--- src/rtl/icache_refill_ctrl.sv ---
// Refill controller for a 64-line direct-mapped instruction cache.
// Address split: tag[31:11] | index[10:5] | word[4:2].
// Optional build macro ICACHE_PERF_CNT_EN adds saturating hit/miss counters.
module icache_refill_ctrl #(
  parameter int unsigned TIMEOUT_CYCLES = 255,
  parameter int unsigned LINE_WORDS     = 8
) (
  input  logic                      clk,
  input  logic                      rst,
`ifdef ICACHE_PERF_CNT_EN
  output logic [31:0]               perf_hits,
  output logic [31:0]               perf_misses,
`endif
  input  logic                      cpu_req,
  input  logic [31:0]               cpu_addr,
  input  logic                      cpu_flush,
  output logic                      cpu_valid,
  output logic [31:0]               cpu_data,
  output logic                      cpu_err,
  output logic                      cpu_busy,
  output logic                      cache_enable,
  output logic                      cache_rst,
  output logic                      cache_compare,
  output logic                      cache_read,
  output logic [31:0]               cache_addr,
  output logic [32*LINE_WORDS-1:0]  cache_line,
  input  logic                      cache_hit,
  input  logic                      cache_valid,
  input  logic [31:0]               cache_data,
  output logic                      mem_req,
  output logic [31:0]               mem_addr,
  input  logic                      mem_ack,
  input  logic [31:0]               mem_rdata
);

  // LINE_WORDS is fixed at 8; the address split above depends on it.
  localparam int unsigned BEAT_W    = $clog2(LINE_WORDS);
  localparam int unsigned LINE_BITS = 32 * LINE_WORDS;
  localparam int unsigned TO_W      = $clog2(TIMEOUT_CYCLES + 1);
  localparam logic [BEAT_W-1:0] LAST_BEAT = BEAT_W'(LINE_WORDS - 1);
  localparam logic [TO_W-1:0]   TO_LAST   = TO_W'(TIMEOUT_CYCLES - 1);

  typedef enum logic [2:0] {
    S_INIT, S_IDLE, S_LOOKUP, S_REFILL, S_WRITE, S_RESPOND, S_FLUSH
  } state_e;

  state_e               state_q, state_d;
  logic                 init_q, init_d;      // INIT pulse already issued
  logic                 relook_q, relook_d;  // current LOOKUP follows a WRITE
  logic                 err_q, err_d;
  logic [31:0]          req_addr_q, req_addr_d;
  logic [BEAT_W-1:0]    beat_q, beat_d;
  logic [TO_W-1:0]      to_q, to_d;
  logic [LINE_BITS-1:0] line_q, line_d;

  logic                 cpu_valid_q, cpu_valid_d;
  logic [31:0]          cpu_data_q, cpu_data_d;
  logic                 cpu_err_q, cpu_err_d;
  logic                 cpu_busy_q, cpu_busy_d;
  logic                 cache_enable_q, cache_enable_d;
  logic                 cache_rst_q, cache_rst_d;
  logic                 cache_compare_q, cache_compare_d;
  logic                 cache_read_q, cache_read_d;
  logic [31:0]          cache_addr_q, cache_addr_d;
  logic                 mem_req_q, mem_req_d;
  logic [31:0]          mem_addr_q, mem_addr_d;

  // Next-state logic plus output decode from the state being entered
  always_comb begin
    state_d    = state_q;
    init_d     = init_q;
    relook_d   = relook_q;
    err_d      = err_q;
    req_addr_d = req_addr_q;
    beat_d     = beat_q;
    to_d       = to_q;
    line_d     = line_q;

    unique case (state_q)
      S_INIT: begin
        if (!init_q) begin
          init_d = 1'b1;
        end else begin
          init_d  = 1'b0;
          state_d = S_IDLE;
        end
      end
      S_IDLE: begin
        if (cpu_flush) begin
          state_d = S_FLUSH;
        end else if (cpu_req) begin
          req_addr_d = cpu_addr;
          state_d    = S_LOOKUP;
        end
      end
      S_FLUSH: state_d = S_IDLE;
      S_LOOKUP: begin
        relook_d = 1'b0;
        if (cache_hit && cache_valid) begin
          state_d = S_RESPOND;
        end else begin
          beat_d  = '0;
          to_d    = '0;
          state_d = S_REFILL;
        end
      end
      S_REFILL: begin
        if (mem_ack) begin
          for (int unsigned k = 0; k < LINE_WORDS; k++) begin
            if (BEAT_W'(k) == beat_q) line_d[k*32 +: 32] = mem_rdata;
          end
          beat_d = beat_q + BEAT_W'(1);
          to_d   = '0;
          if (beat_q == LAST_BEAT) state_d = S_WRITE;
        end else begin
          to_d = to_q + TO_W'(1);
          if (to_q == TO_LAST) begin
            err_d   = 1'b1;
            state_d = S_RESPOND;
          end
        end
      end
      S_WRITE: begin
        relook_d = 1'b1;
        state_d  = S_LOOKUP;
      end
      S_RESPOND: begin
        err_d   = 1'b0;
        state_d = S_IDLE;
      end
      default: state_d = S_INIT;
    endcase

    cpu_busy_d      = (state_d != S_IDLE);
    cache_rst_d     = ((state_d == S_INIT) && init_d) || (state_d == S_FLUSH);
    cache_enable_d  = cache_rst_d || (state_d == S_LOOKUP) || (state_d == S_WRITE);
    cache_compare_d = (state_d == S_LOOKUP);
    cache_read_d    = (state_d == S_LOOKUP);
    cache_addr_d    = ((state_d == S_LOOKUP) || (state_d == S_WRITE)) ? req_addr_d : 32'd0;
    mem_req_d       = (state_d == S_REFILL);
    mem_addr_d      = (state_d == S_REFILL) ? {req_addr_d[31:5], beat_d, 2'b00} : 32'd0;
    cpu_valid_d     = (state_d == S_RESPOND);
    cpu_err_d       = (state_d == S_RESPOND) && err_d;
    cpu_data_d      = ((state_d == S_RESPOND) && !err_d) ? cache_data : 32'd0;
  end

  // State, datapath and output registers
  always_ff @(posedge clk or posedge rst) begin
    if (rst) begin
      state_q         <= S_INIT;
      init_q          <= 1'b0;
      relook_q        <= 1'b0;
      err_q           <= 1'b0;
      req_addr_q      <= '0;
      beat_q          <= '0;
      to_q            <= '0;
      line_q          <= '0;
      cpu_valid_q     <= 1'b0;
      cpu_data_q      <= '0;
      cpu_err_q       <= 1'b0;
      cpu_busy_q      <= 1'b1;
      cache_enable_q  <= 1'b0;
      cache_rst_q     <= 1'b0;
      cache_compare_q <= 1'b0;
      cache_read_q    <= 1'b0;
      cache_addr_q    <= '0;
      mem_req_q       <= 1'b0;
      mem_addr_q      <= '0;
    end else begin
      state_q         <= state_d;
      init_q          <= init_d;
      relook_q        <= relook_d;
      err_q           <= err_d;
      req_addr_q      <= req_addr_d;
      beat_q          <= beat_d;
      to_q            <= to_d;
      line_q          <= line_d;
      cpu_valid_q     <= cpu_valid_d;
      cpu_data_q      <= cpu_data_d;
      cpu_err_q       <= cpu_err_d;
      cpu_busy_q      <= cpu_busy_d;
      cache_enable_q  <= cache_enable_d;
      cache_rst_q     <= cache_rst_d;
      cache_compare_q <= cache_compare_d;
      cache_read_q    <= cache_read_d;
      cache_addr_q    <= cache_addr_d;
      mem_req_q       <= mem_req_d;
      mem_addr_q      <= mem_addr_d;
    end
  end

  assign cpu_valid     = cpu_valid_q;
  assign cpu_data      = cpu_data_q;
  assign cpu_err       = cpu_err_q;
  assign cpu_busy      = cpu_busy_q;
  assign cache_enable  = cache_enable_q;
  assign cache_rst     = cache_rst_q;
  assign cache_compare = cache_compare_q;
  assign cache_read    = cache_read_q;
  assign cache_addr    = cache_addr_q;
  assign cache_line    = line_q;
  assign mem_req       = mem_req_q;
  assign mem_addr      = mem_addr_q;

`ifdef ICACHE_PERF_CNT_EN
  logic [31:0] hits_q, hits_d, misses_q, misses_d;

  // First-lookup hit/miss counters; saturate, cleared on flush
  always_comb begin
    hits_d   = hits_q;
    misses_d = misses_q;
    if ((state_q == S_IDLE) && cpu_flush) begin
      hits_d   = '0;
      misses_d = '0;
    end else if ((state_q == S_LOOKUP) && !relook_q) begin
      if (cache_hit && cache_valid) begin
        if (hits_q != 32'hFFFF_FFFF) hits_d = hits_q + 32'd1;
      end else begin
        if (misses_q != 32'hFFFF_FFFF) misses_d = misses_q + 32'd1;
      end
    end
  end

  // Counter registers
  always_ff @(posedge clk or posedge rst) begin
    if (rst) begin
      hits_q   <= '0;
      misses_q <= '0;
    end else begin
      hits_q   <= hits_d;
      misses_q <= misses_d;
    end
  end

  assign perf_hits   = hits_q;
  assign perf_misses = misses_q;
`endif

endmodule
--- config.mk ---
export PLATFORM = sky130hd
export DESIGN_NAME = icache_refill_ctrl
export DESIGN_NICKNAME = d
export VERILOG_FILES = /design/src/rtl/icache_refill_ctrl.sv
export SDC_FILE = /design/constraint.sdc
export NUM_CORES = 1
export LEC_CHECK = 0
export CAP_MARGIN = 0
export CORE_ASPECT_RATIO = 2
export CORE_MARGIN = 3
export CORE_UTILIZATION = 44
export CTS_BUF_LIST = sky130_fd_sc_hd__clkbuf_8
export DETAILED_ROUTE_END_ITERATION = 8
export PLACE_DENSITY = 0.79
export SLEW_MARGIN = 15
export SYNTH_ARGS = -nofsm -noshare
export SYNTH_HDL_FRONTEND = slang
export SYNTH_SLANG_ARGS = --single-unit
--- constraint.sdc ---
create_clock -name clk -period 17.1 [get_ports clk]
set_input_delay 5.13 -clock clk [delete_from_list [all_inputs] [get_ports clk]]
set_output_delay 5.13 -clock clk [all_outputs]
set_load 0.02 [all_outputs]
== Yosys cells after proc, flatten, opt, wreduce, memory -nomap -nowiden ==
Index checks and enable logic that the tools add are counted.

* Add/sub/neg operators: 2
* Eq/ne operators: 22
* Multiplexer cells: 25
* Reductions and logical operators: 23

{| class="wikitable"
|+ Operator list
! cell !! count
|-
| two-way mux 32 bit || 6
|-
| two-way mux 3 bit || 9
|-
| AND reduction 3 bit || 8
|-
| == test 3 bit, second input constant || 7
|-
| one-hot mux 3 bit (6 select lines) || 1
|-
| two-way mux 8 bit || 2
|-
| one-hot mux 8 bit (2 select lines) || 1
|-
| == test 3 x 2 -> 1 bit, second input constant || 4
|-
| == test 3 bit, first input constant || 4
|-
| logical NOT 3 bit || 3
|-
| adder 8 x 1 -> 8 bit, second input constant || 1
|-
| == test 8 bit, second input constant || 1
|-
| == test 2 x 3 -> 1 bit, first input constant || 2
|-
| one-hot mux 3 bit (2 select lines) || 1
|-
| logical AND 1 bit || 4
|-
| logical OR 1 bit || 4
|-
| two-way mux 1 bit || 4
|-
| adder 3 x 1 -> 3 bit, second input constant || 1
|-
| == test 1 x 3 -> 1 bit, first input constant || 1
|-
| == test 3 x 1 -> 1 bit, second input constant || 1
|-
| != test 3 x 1 -> 1 bit, second input constant || 1
|-
| != test 2 bit, second input constant || 1
|-
| one-hot mux 1 bit (2 select lines) || 1
|-
| AND reduction 2 bit || 1
|-
| other kinds (3) || 3
|}

* Flip-flop bits (word level): 407
* Bits of input ports: 103
* Output and inout bits: 360
* Logic and storage cells: 96

== Longest topological paths before layout ==
Gate-level depths: netlist of the first run.

* Depth in word-level cells: 9
* Gate-level depth with buffers: 9
* Depth with buffers taken out: 7

== Least setup slack after synthesis of the first run ==
OpenSTA, ideal clock, no wires.

* Path kind: input to register
* Start point: input port mem_ack
* End point: register cpu_data_q[14] (netlist: cpu_data[14])
* Setup time: 0.064 ns
* Arrival time: 6.742 ns
* Data required time: 17.036 ns
* Setup slack: 10.294 ns
* Cell stages on the path: 7
* Path buffers: 2
* Cells stage by stage: nand3b_1 > or3_4 > a221o_1 > buf_6 > nor4_4 > clkbuf_2 > and2_2

* Longest elaborated chain between the ends: 5
* Elaborated cells on any way between the ends: 8
* Classes of those cells: eq/ne (1); mux (5); reduce/logical (2)

{| class="wikitable"
|+ RTL lines
! what !! RTL line !! source
|-
| start, declared || 32 || <nowiki>input logic mem_ack,</nowiki>
|-
| two-way mux 3 bit || 108 || <nowiki>if (mem_ack) begin</nowiki>
|-
| one-hot mux 3 bit (6 select lines) || 79 || <nowiki>unique case (state_q)</nowiki>
|-
| named net state_d[1] || 47 || <nowiki>state_e state_q, state_d;</nowiki>
|-
| == test 3 bit || 144 || <nowiki>cpu_data_d = ((state_d == S_RESPOND) && !err_d) ? cache_data : 32'd0;</nowiki>
|-
| logical AND 1 bit || 144 ||
|-
| two-way mux 32 bit || 144 ||
|-
| named net cpu_data_d[14] || 57 || <nowiki>logic [31:0] cpu_data_q, cpu_data_d;</nowiki>
|-
| end signal, assigned || 179 || <nowiki>cpu_data_q <= cpu_data_d;</nowiki>
|-
| end, declared || 57 ||
|}

The timed path passes the listed nets, and every way through them passes these cells.
A chain may end at the register's enable or synchronous reset.

==> impl_metrics.env, run 1 <==
export IMPL_grt_pass1_vias=10500
export IMPL_root_buffer="clkbuf_8"
export IMPL_ys_warn_count=0
export IMPL_gp_congestion=0.833
export IMPL_min_path_type="reg2reg"
export IMPL_clock_skew_ns=0.0184
export IMPL_avgSynthCellArea_um2=15.2
export IMPL_power_leakage_nw=10.1
export IMPL_fmax_mhz=134
export IMPL_critPathRequiredTime_ns=17.64
export IMPL_power_total_mw=3.57
export IMPL_cts_tree="done"
export IMPL_drive_above_1_share=0.259
export IMPL_r2r_slack_ns=14.11
export IMPL_crit_chain="clkdlybuf4s50_1, inv_8, buf_4, buf_4"
export IMPL_cts_resized=0
export IMPL_clock_latency_ns=0.59
export IMPL_timing_critical_path_to="cpu_data[20]"
export IMPL_worst_pin_slew_ns=1.15
export IMPL_grt_start_max_net_pins=117
export IMPL_core_area_mm2=0.0332
export IMPL_clock_path_buffers=3
export IMPL_synth_edf_count=0
export IMPL_cts_sinks=405
export IMPL_synth_mux_area_frac=0.216
export IMPL_firstDrtPassIters=4
export IMPL_cpMostUsedCell="buf_4"
export IMPL_die_h_um=266
export IMPL_hold_viol=0
export IMPL_yosys_area_share_adder=0.00674
export IMPL_cts_clk_slew_worst_paths_ns=0.07
export IMPL_areaGrowthSynthToFinish_pct=41.9
export IMPL_ioPinCount=463
export IMPL_vdd_drop_max_v=0.000102
export IMPL_crit_path_top_delay_cell="buf_4"
export IMPL_drc=0
export IMPL_crit_type="in2async"
export IMPL_grt_pass1_wl_mm=62.5
export IMPL_cp_num_cells=4
export IMPL_synthXorXnorAreaFrac=0.00177
export IMPL_relSlewSlack=0.230
export IMPL_path_max_fanout=116
export IMPL_fin_crit_sh=0.437
export IMPL_finalCriticalPeriod_ns=7.48
export IMPL_cp_data_arrival_time_ns=8.02
export IMPL_synth_area_leaders="dfrtp_1 (68%), mux2_2 (20%), mux2i_1 (1.8%), nor2_1 (1.7%), inv_1 (1.0%)"
export IMPL_die_w_um=136
export IMPL_r2r_start="state_q[0]"
export IMPL_io_buffers=460
export IMPL_placementRows=94
export IMPL_ant_nets=0
export IMPL_cts_max_level=2
export IMPL_crit_buf_inv=4
export IMPL_post_cts_buffers=0
export IMPL_synth_compound_area_share=0.0168
export IMPL_setup_tns_ns=0
export IMPL_worstReg2RegEnd="cache_line[164]"
export IMPL_grt_usage=0.226
export IMPL_synth_top_family_by_area="multiplexers"
export IMPL_setup_worst_path_start="rst"
export IMPL_fin_nets=1565
export IMPL_netlist_instances=977
export IMPL_holdBufCountCts=0
export IMPL_final_common_cell="clkdlybuf4s50_1"
export IMPL_ys_types=45
export IMPL_cp_top_family="buffers and inverters"
export IMPL_status="finished, final reports clean"
export IMPL_max_cap_viol_count=0
export IMPL_yosysTopAreaCell="dfrtp_1"
export IMPL_vias=9646
export IMPL_power_density_mw_per_mm2=169
export IMPL_yosys_area_top_type_share=0.680
export IMPL_ys_seq_elements=405
export IMPL_setup_viol=0
export IMPL_synthSimpleGateAreaFrac=0.0516
export IMPL_drv_slew=0
export IMPL_rsz0062_at_grt="false"
export IMPL_antenna_found_initial=2
export IMPL_ff2ff_path_depth=4
export IMPL_drtIter0Drc=436
export IMPL_start_util=0.448
export IMPL_fin_util=0.636
export IMPL_gr_total_overflow=0
export IMPL_critPathCaptureType="async pin"
export IMPL_yosysSeqAreaShare=0.682
export IMPL_numCtsBuffers=53
export IMPL_wl_per_cell_um=21.3
export IMPL_netlist_area_mm2=0.0149
export IMPL_final_cell_mix="clkdlybuf4s50_1 (460), dfrtp_1 (404), mux2_2 (261), clkbuf_8 (69), nor2_1 (67)"
export IMPL_synthArstFlopShare=1.00
export IMPL_hpwlAfterDp_mm=29.0
export IMPL_design_die_area_mm2=0.0361
export IMPL_drt_total_wl_mm=41.1
export IMPL_start_kind="primary input"
export IMPL_synth_ff_type="dfrtp_1"
export IMPL_vias_per_cell=5.00
export IMPL_max_stage_delay_ns=0.90
==> cell families after synthesis <==
kind of cell             after synthesis
AO/OA/AOI/OAI                         33
XOR/XNOR                               3
adder cells (fa/ha/maj)                8
buffers and inverters                 89
flip-flops                           405
multiplexers                         288
other                                  1
AND/OR/NAND/NOR                      150
==> worst min path at each step <==
stage,startpoint,endpoint,depth (start not counted)
floorplan,to_q[7],to_q[7],1
global placement,req_addr_q[4],req_addr_q[4],1
detailed placement,req_addr_q[3],req_addr_q[3],1
CTS,to_q[7],to_q[7],1
global route,cache_line[113],cache_line[113],1
finish,req_addr_q[3],req_addr_q[3],1
==> state kept, by name, indices dropped and copies added, names as in the netlist, 3 cells and up <==
register and cells:
beat_q 3, cache_addr 32, cache_line 256, cpu_data 32, mem_addr 30, req_addr_q 32
state_q 3, to_q 8
==> power by group <==
| part | leakage (nW) | internal [mW] | switching [mW] |
|---|---|---|---|
| clock | 0.659 | 0.423 | 0.350 |
| combinational | 4.05 | 0.664 | 0.740 |
| sequential | 5.39 | 1.26 | 0.141 |
| total | 10.1 | 2.34 | 1.23 |
==> worst reg2reg max path: stages, from the launching register on <==
cell and delay (ns):
dfrtp_1 0.54, and3b_1 0.26, and2_1 0.51, nand3_2 0.94, mux2_2 0.62
==> synth_stat cells, types with 9 or more instances <==
cell	n
dfrtp_1	404
mux2i_1	27
nand3_1	9
mux2_2	261
and2_1	19
clkbuf_1	13
inv_1	41
buf_1	18
nor2_1	67
buf_2	10
nand2_1	15
o21ai_0	12
and2_2	16
==> per-stage QoR <==
| stage | setup WS, ns | instance area, µm² | std cells | hold WS, ns |
|---|---|---|---|---|
| floorplan | 0.705 | 14900 | 978 | 0.449 |
| global placement | 8.97 | 19900 | 1830 | 0.474 |
| detailed placement | 8.89 | 19900 | 1830 | 0.486 |
| CTS | 9.55 | 21100 | 1927 | 0.502 |
| global route | 9.26 | 21100 | 1930 | 0.513 |
| finish | 9.62 | 21100 | 1930 | 0.501 |
==> metal layers <==
| metal | part of all wire | vias up | global-route usage |
|---|---|---|---|
| met3 | 0.060 | 108 | 0.0465 |
| met4 | 0.051 | 0 | 0.108 |
| met2 | 0.56 | 371 | 0.424 |
| li1 | - | 4253 | - |
| met1 | 0.33 | 4914 | 0.236 |
| met5 | 0 | - | 0 |
==> layout make-up <==
cell class                 instances  area (µm²)
antenna                            2        5.00
clock buffer                      69         950
clock inverter                    28         228
fill                            2542       12100
inverter                          41         161
multi-input combinational        484        4390
sequential                       405       10100
tap                              432         541
timing repair buffer             469        4680
No activity file was read; power rests on OpenSTA's default activity.
==> run 2, diff against run 1 <==
clock period = 6.53 ns   (was 17.1 ns; I/O delays follow)
==> run 2 against run 1 <==
Highest routed layer unchanged. Clock skew rose by 0.0021 ns. Design area increased by 0.25%. Combinational power rose to 2.6 times the previous value. Global-route usage about the same.
==> impl_metrics.env, run 2 (same netlist as run 1, synthesis figures left out) <==
export IMPL_status="finished, final reports clean"
export IMPL_hpwlAfterDp_mm=29.2
export IMPL_path_max_fanout=32
export IMPL_cp_data_arrival_time_ns=4.59
export IMPL_design_die_area_mm2=0.0361
export IMPL_worstReg2RegEnd="cache_line[187]"
export IMPL_critPathCaptureType="flip-flop"
export IMPL_clock_skew_ns=0.0205
export IMPL_hold_start="req_addr_q[0]"
export IMPL_drt_total_wl_mm=41.2
export IMPL_fin_crit_sh=0.634
export IMPL_r2r_slack_ns=3.51
export IMPL_setup_tns_ns=0
export IMPL_drtIter0Drc=432
export IMPL_antenna_found_initial=1
export IMPL_crit_chain="clkdlybuf4s50_1, and2_1, nand3_2, mux2_2"
export IMPL_start_kind="primary input"
export IMPL_cts_sinks=405
export IMPL_cts_resized=0
export IMPL_crit_path_top_delay_cell="nand3_2"
export IMPL_fin_nets=1566
export IMPL_power_leakage_nw=10.1
export IMPL_cts_tree="done"
export IMPL_drv_slew=0
export IMPL_io_buffers=460
export IMPL_gp_congestion=0.830
export IMPL_cts_max_level=2
export IMPL_nFillCells=2523
export IMPL_r2r_start="state_q[0]"
export IMPL_drive_above_1_share=0.258
export IMPL_start_util=0.448
export IMPL_min_to="req_addr_q[0]"
export IMPL_worst_pin_slew_ns=1.20
export IMPL_crit_type="in2reg"
export IMPL_firstDrtPassIters=5
export IMPL_relSlewSlack=0.198
export IMPL_setup_viol=0
export IMPL_clock_path_buffers=3
export IMPL_cts_clk_slew_worst_paths_ns=0.07
export IMPL_finalCriticalPeriod_ns=4.14
export IMPL_grt_pass1_wl_mm=62.2
export IMPL_max_cap_viol_count=0
export IMPL_cp_top_family="simple AND/OR/NAND/NOR gates"
export IMPL_gr_total_overflow=0
export IMPL_power_density_mw_per_mm2=444
export IMPL_holdBufCountCts=0
export IMPL_post_cts_buffers=0
export IMPL_rsz0062_at_grt="false"
export IMPL_vdd_drop_max_v=0.000306
export IMPL_areaGrowthSynthToFinish_pct=42.3
export IMPL_layout_cells_non_filler=1932
export IMPL_grt_pass1_vias=10500
export IMPL_grt_usage=0.226
export IMPL_clock_latency_ns=0.59
export IMPL_largest_reg_flops=256
export IMPL_ff2ff_path_depth=4
export IMPL_final_cell_mix="clkdlybuf4s50_1 (460), dfrtp_1 (404), mux2_2 (261), clkbuf_8 (74), nor2_1 (67)"
export IMPL_ant_nets=0
export IMPL_holdWs_ns=0.499
export IMPL_critPathRequiredTime_ns=6.98
export IMPL_ff_latch_area_mm2=0.0101
export IMPL_die_h_um=266
export IMPL_vias=9588
export IMPL_dp_cells=1829
export IMPL_vias_per_cell=4.96
export IMPL_crit_buf_inv=1
export IMPL_max_stage_delay_ns=0.91
export IMPL_fmax_mhz=242
export IMPL_min_path_type="reg2reg"
export IMPL_placementRows=94
export IMPL_root_buffer="clkbuf_8"
export IMPL_core_area_mm2=0.0332
export IMPL_ioPinCount=463
export IMPL_wl_per_cell_um=21.3
export IMPL_multi_input_area_mm2=0.00439
export IMPL_drc=0
export IMPL_final_common_cell="clkdlybuf4s50_1"
export IMPL_die_w_um=136
export IMPL_hold_viol=0
export IMPL_grt_start_max_net_pins=200
export IMPL_numCtsBuffers=55
export IMPL_hold_depth=1
==> run 2: cell count changes in the layout (fill, tap and decap cells not counted), sizes merged <==
cell      before  now
buf            9    8
bufinv         4    3
clkbuf        69   74
clkinv         8    6
clkinvlp       2    1
diode          2    1
inv           55   58
==> run 2: through the flow <==
step,area [µm²],util,setup WS (ns),power (mW)
after global routing,21100,0.637,2.25,9.84
after floorplan,14900,-,-0.884,5.54
after detailed placement,19900,0.601,1.58,7.41
final,21100,0.637,2.39,9.38
after global placement,19900,0.601,1.71,7.29
after CTS,21100,0.637,2.21,9.48
==> run 2: how the worst max path moves through the flow <==
| stage | startpoint | end | slack [ns] | cells after the start |
|---|---|---|---|---|
| after detailed placement | mem_ack | cpu_data[30] | 1.58 | 6 |
| after global routing | mem_ack | cache_line[187] | 2.25 | 4 |
| after floorplan | rst | beat_q[0] | -0.88 | 1 |
| final | mem_ack | cache_line[187] | 2.39 | 4 |
| after CTS | mem_ack | cpu_data[23] | 2.21 | 6 |
| after global placement | mem_ack | cpu_data[28] | 1.71 | 6 |
==> run 2: metal layers <==
metal,global-route usage,vias up,share of wire
met5,0,-,0
met4,0.110,0,0.052
met3,0.0444,105,0.058
met2,0.423,367,0.55
met1,0.238,4847,0.34
li1,-,4269,-
==> run 2: area by class of cell <==
class / instances / area share
inverters: 41 / 0.00746
well taps: 432 / 0.0256
clock inverters: 27 / 0.00888
diodes: 1 / 0.000118
clock buffers: 74 / 0.0482
repair buffers: 468 / 0.223
multi-input cells: 484 / 0.208
flip-flops and latches: 405 / 0.479
==> run 2: power by group <==
part	switching, mW	internal, mW
clock	0.915	1.13
combinational	1.93	1.74
sequential	0.376	3.29
total	3.22	6.16
==> run 3, diff against run 2 <==
CORE_UTILIZATION = 48   (was 44)
PLACE_DENSITY = 0.82   (was 0.79)
clock period = 4.25 ns   (was 6.53 ns; I/O delays follow)
==> run 3 against run 2 <==
Combinational power grew 56%. Critical path depth grew 3. Sequential share of layout area shrank 0.13 points. Clock-buffer cell count down 8. Utilization rose by 6.2 points. Final cell count down 2.7%. First-iteration DRC count is 14% lower. Design area rose by 0.27%. Power increased by 53%. Critical path type unchanged. Critical endpoint is now cpu_data[18].
==> impl_metrics.env, run 3 (same netlist as run 1, synthesis figures left out) <==
export IMPL_vdd_drop_max_v=0.000512
export IMPL_setup_viol=0
export IMPL_cts_max_level=2
export IMPL_status="finished, final reports clean"
export IMPL_clock_skew_ns=0.0190
export IMPL_hold_start="req_addr_q[3]"
export IMPL_grt_usage=0.246
export IMPL_crit_chain="clkdlybuf4s50_1, nand3b_1, or3_4, a221o_1, nor4_4, buf_4, and2_2"
export IMPL_fin_nets=1580
export IMPL_vias=9717
export IMPL_clock_path_buffers=3
export IMPL_crit_path_top_delay_cell="a221o_1"
export IMPL_pre_cts_ws_ns=0.579
export IMPL_min_to="req_addr_q[3]"
export IMPL_ioPinCount=463
export IMPL_io_buffers=460
export IMPL_fmax_mhz=324
export IMPL_placementRows=90
export IMPL_grt_start_max_net_pins=111
export IMPL_gp_congestion=0.800
export IMPL_worst_pin_slew_ns=0.680
export IMPL_grt_pass1_wl_mm=61.7
export IMPL_cp_data_arrival_time_ns=3.62
export IMPL_cts_tree="done"
export IMPL_areaGrowthSynthToFinish_pct=42.6
export IMPL_relSlewSlack=0.546
export IMPL_power_density_mw_per_mm2=679
export IMPL_clock_latency_ns=0.59
export IMPL_drive_above_1_share=0.262
export IMPL_hpwlAfterDp_mm=29.7
export IMPL_final_common_cell="clkdlybuf4s50_1"
export IMPL_gr_total_overflow=0
export IMPL_core_area_mm2=0.0303
export IMPL_die_w_um=130
export IMPL_antenna_found_initial=1
export IMPL_cts_sinks=405
export IMPL_hold_depth=1
export IMPL_grtUsageMet3=0.0570
export IMPL_grt_pass1_vias=10500
export IMPL_top_usage_layer="met2"
export IMPL_fin_util=0.700
export IMPL_final_cell_mix="clkdlybuf4s50_1 (460), dfrtp_1 (404), mux2_2 (261), nor2_1 (67), clkbuf_8 (66)"
export IMPL_drc=0
export IMPL_largest_reg_flops=256
export IMPL_finalCriticalPeriod_ns=3.09
export IMPL_critPathCaptureType="flip-flop"
export IMPL_worstReg2RegEnd="cpu_data[18]"
export IMPL_numCtsBuffers=53
export IMPL_r2r_start="beat_q[0]"
export IMPL_fin_crit_sh=0.726
export IMPL_path_max_fanout=32
export IMPL_cts_resized=0
export IMPL_r2r_slack_ns=1.78
export IMPL_crit_type="in2reg"
export IMPL_layout_cells_non_filler=1879
export IMPL_holdBufCountCts=0
export IMPL_drtIter0Drc=371
export IMPL_vias_per_cell=5.17
export IMPL_die_h_um=255
export IMPL_start_util=0.491
export IMPL_met2_usage=0.454
export IMPL_gr_usage_met1=0.263
export IMPL_setup_tns_ns=0
export IMPL_drv_slew=0
export IMPL_cts_clk_slew_worst_paths_ns=0.07
export IMPL_power_total_mw=14.4
export IMPL_fin_ws_ns=1.16
export IMPL_start_kind="primary input"
export IMPL_min_path_type="reg2reg"
export IMPL_dp_cells=1782
export IMPL_firstDrtPassIters=4
export IMPL_rsz0062_at_grt="false"
export IMPL_ant_nets=0
export IMPL_max_cap_viol_count=0
export IMPL_hold_viol=0
export IMPL_wl_per_cell_um=22.0
export IMPL_power_leakage_nw=10.2
export IMPL_post_cts_buffers=0
export IMPL_critPathRequiredTime_ns=4.78
export IMPL_root_buffer="clkbuf_8"
export IMPL_max_stage_delay_ns=0.51
export IMPL_drt_total_wl_mm=41.3
export IMPL_ff2ff_path_depth=7
export IMPL_nFillCells=2018
export IMPL_design_die_area_mm2=0.0332
-- run 3: per-stage QoR --
stage                     instance area [µm²]  hold WS, ns
after floorplan                         14900        0.449
after global placement                  20100        0.476
after detailed placement                20100        0.485
after CTS                               21200        0.500
after global routing                    21200        0.513
final                                   21200        0.497
-- run 3: cell type report --
class	instances	area, µm²	share of cell area
Multi-Input combinational cell	484	4390	0.207
Antenna cell	1	2.50	0.000118
Sequential cell	405	10100	0.478
Inverter	41	158	0.00744
Clock buffer	66	908	0.0429
Clock inverter	30	230	0.0109
Timing Repair Buffer	484	4910	0.232
Tap cell	368	460	0.0217
-- run 3: worst max-delay path: cells and delay by family --
kind                   cells  cell delay [ns]
and+or+nand+nor            4             1.05
AOI/OAI and AO/OA          1             0.51
buffers and inverters      2             0.77
-- run 3: power by group --
group          internal (mW)  switching [mW]  leakage (nW)  total (mW)
Combinational           2.70            3.01          4.17        5.72
Sequential              5.05           0.575          5.39        5.63
Clock                   1.64            1.40         0.654        3.04
-- run 3: metal layers --
metal | wire length [µm] | share of wire | up-vias
li1 | - | - | 4298
met1 | 13900 | 0.34 | 4954
met2 | 22800 | 0.55 | 364
met3 | 2560 | 0.062 | 101
met4 | 2000 | 0.049 | 0
met5 | 0 | 0 | -
-- run 3: worst max path at each step --
stage / to / depth (start not counted) / slack (ns) / start
5_1_grt: cpu_data[21] / 7 / 1.10 / mem_ack
4_1_cts: cpu_busy / 1 / 1.21 / cpu_busy
2_1_floorplan: beat_q[0] / 1 / -2.48 / rst
3_5_place_dp: cpu_data[18] / 7 / 0.58 / mem_ack
3_3_place_gp: cpu_data[21] / 7 / 0.64 / mem_ack
6_report: cpu_data[18] / 7 / 1.16 / mem_ack
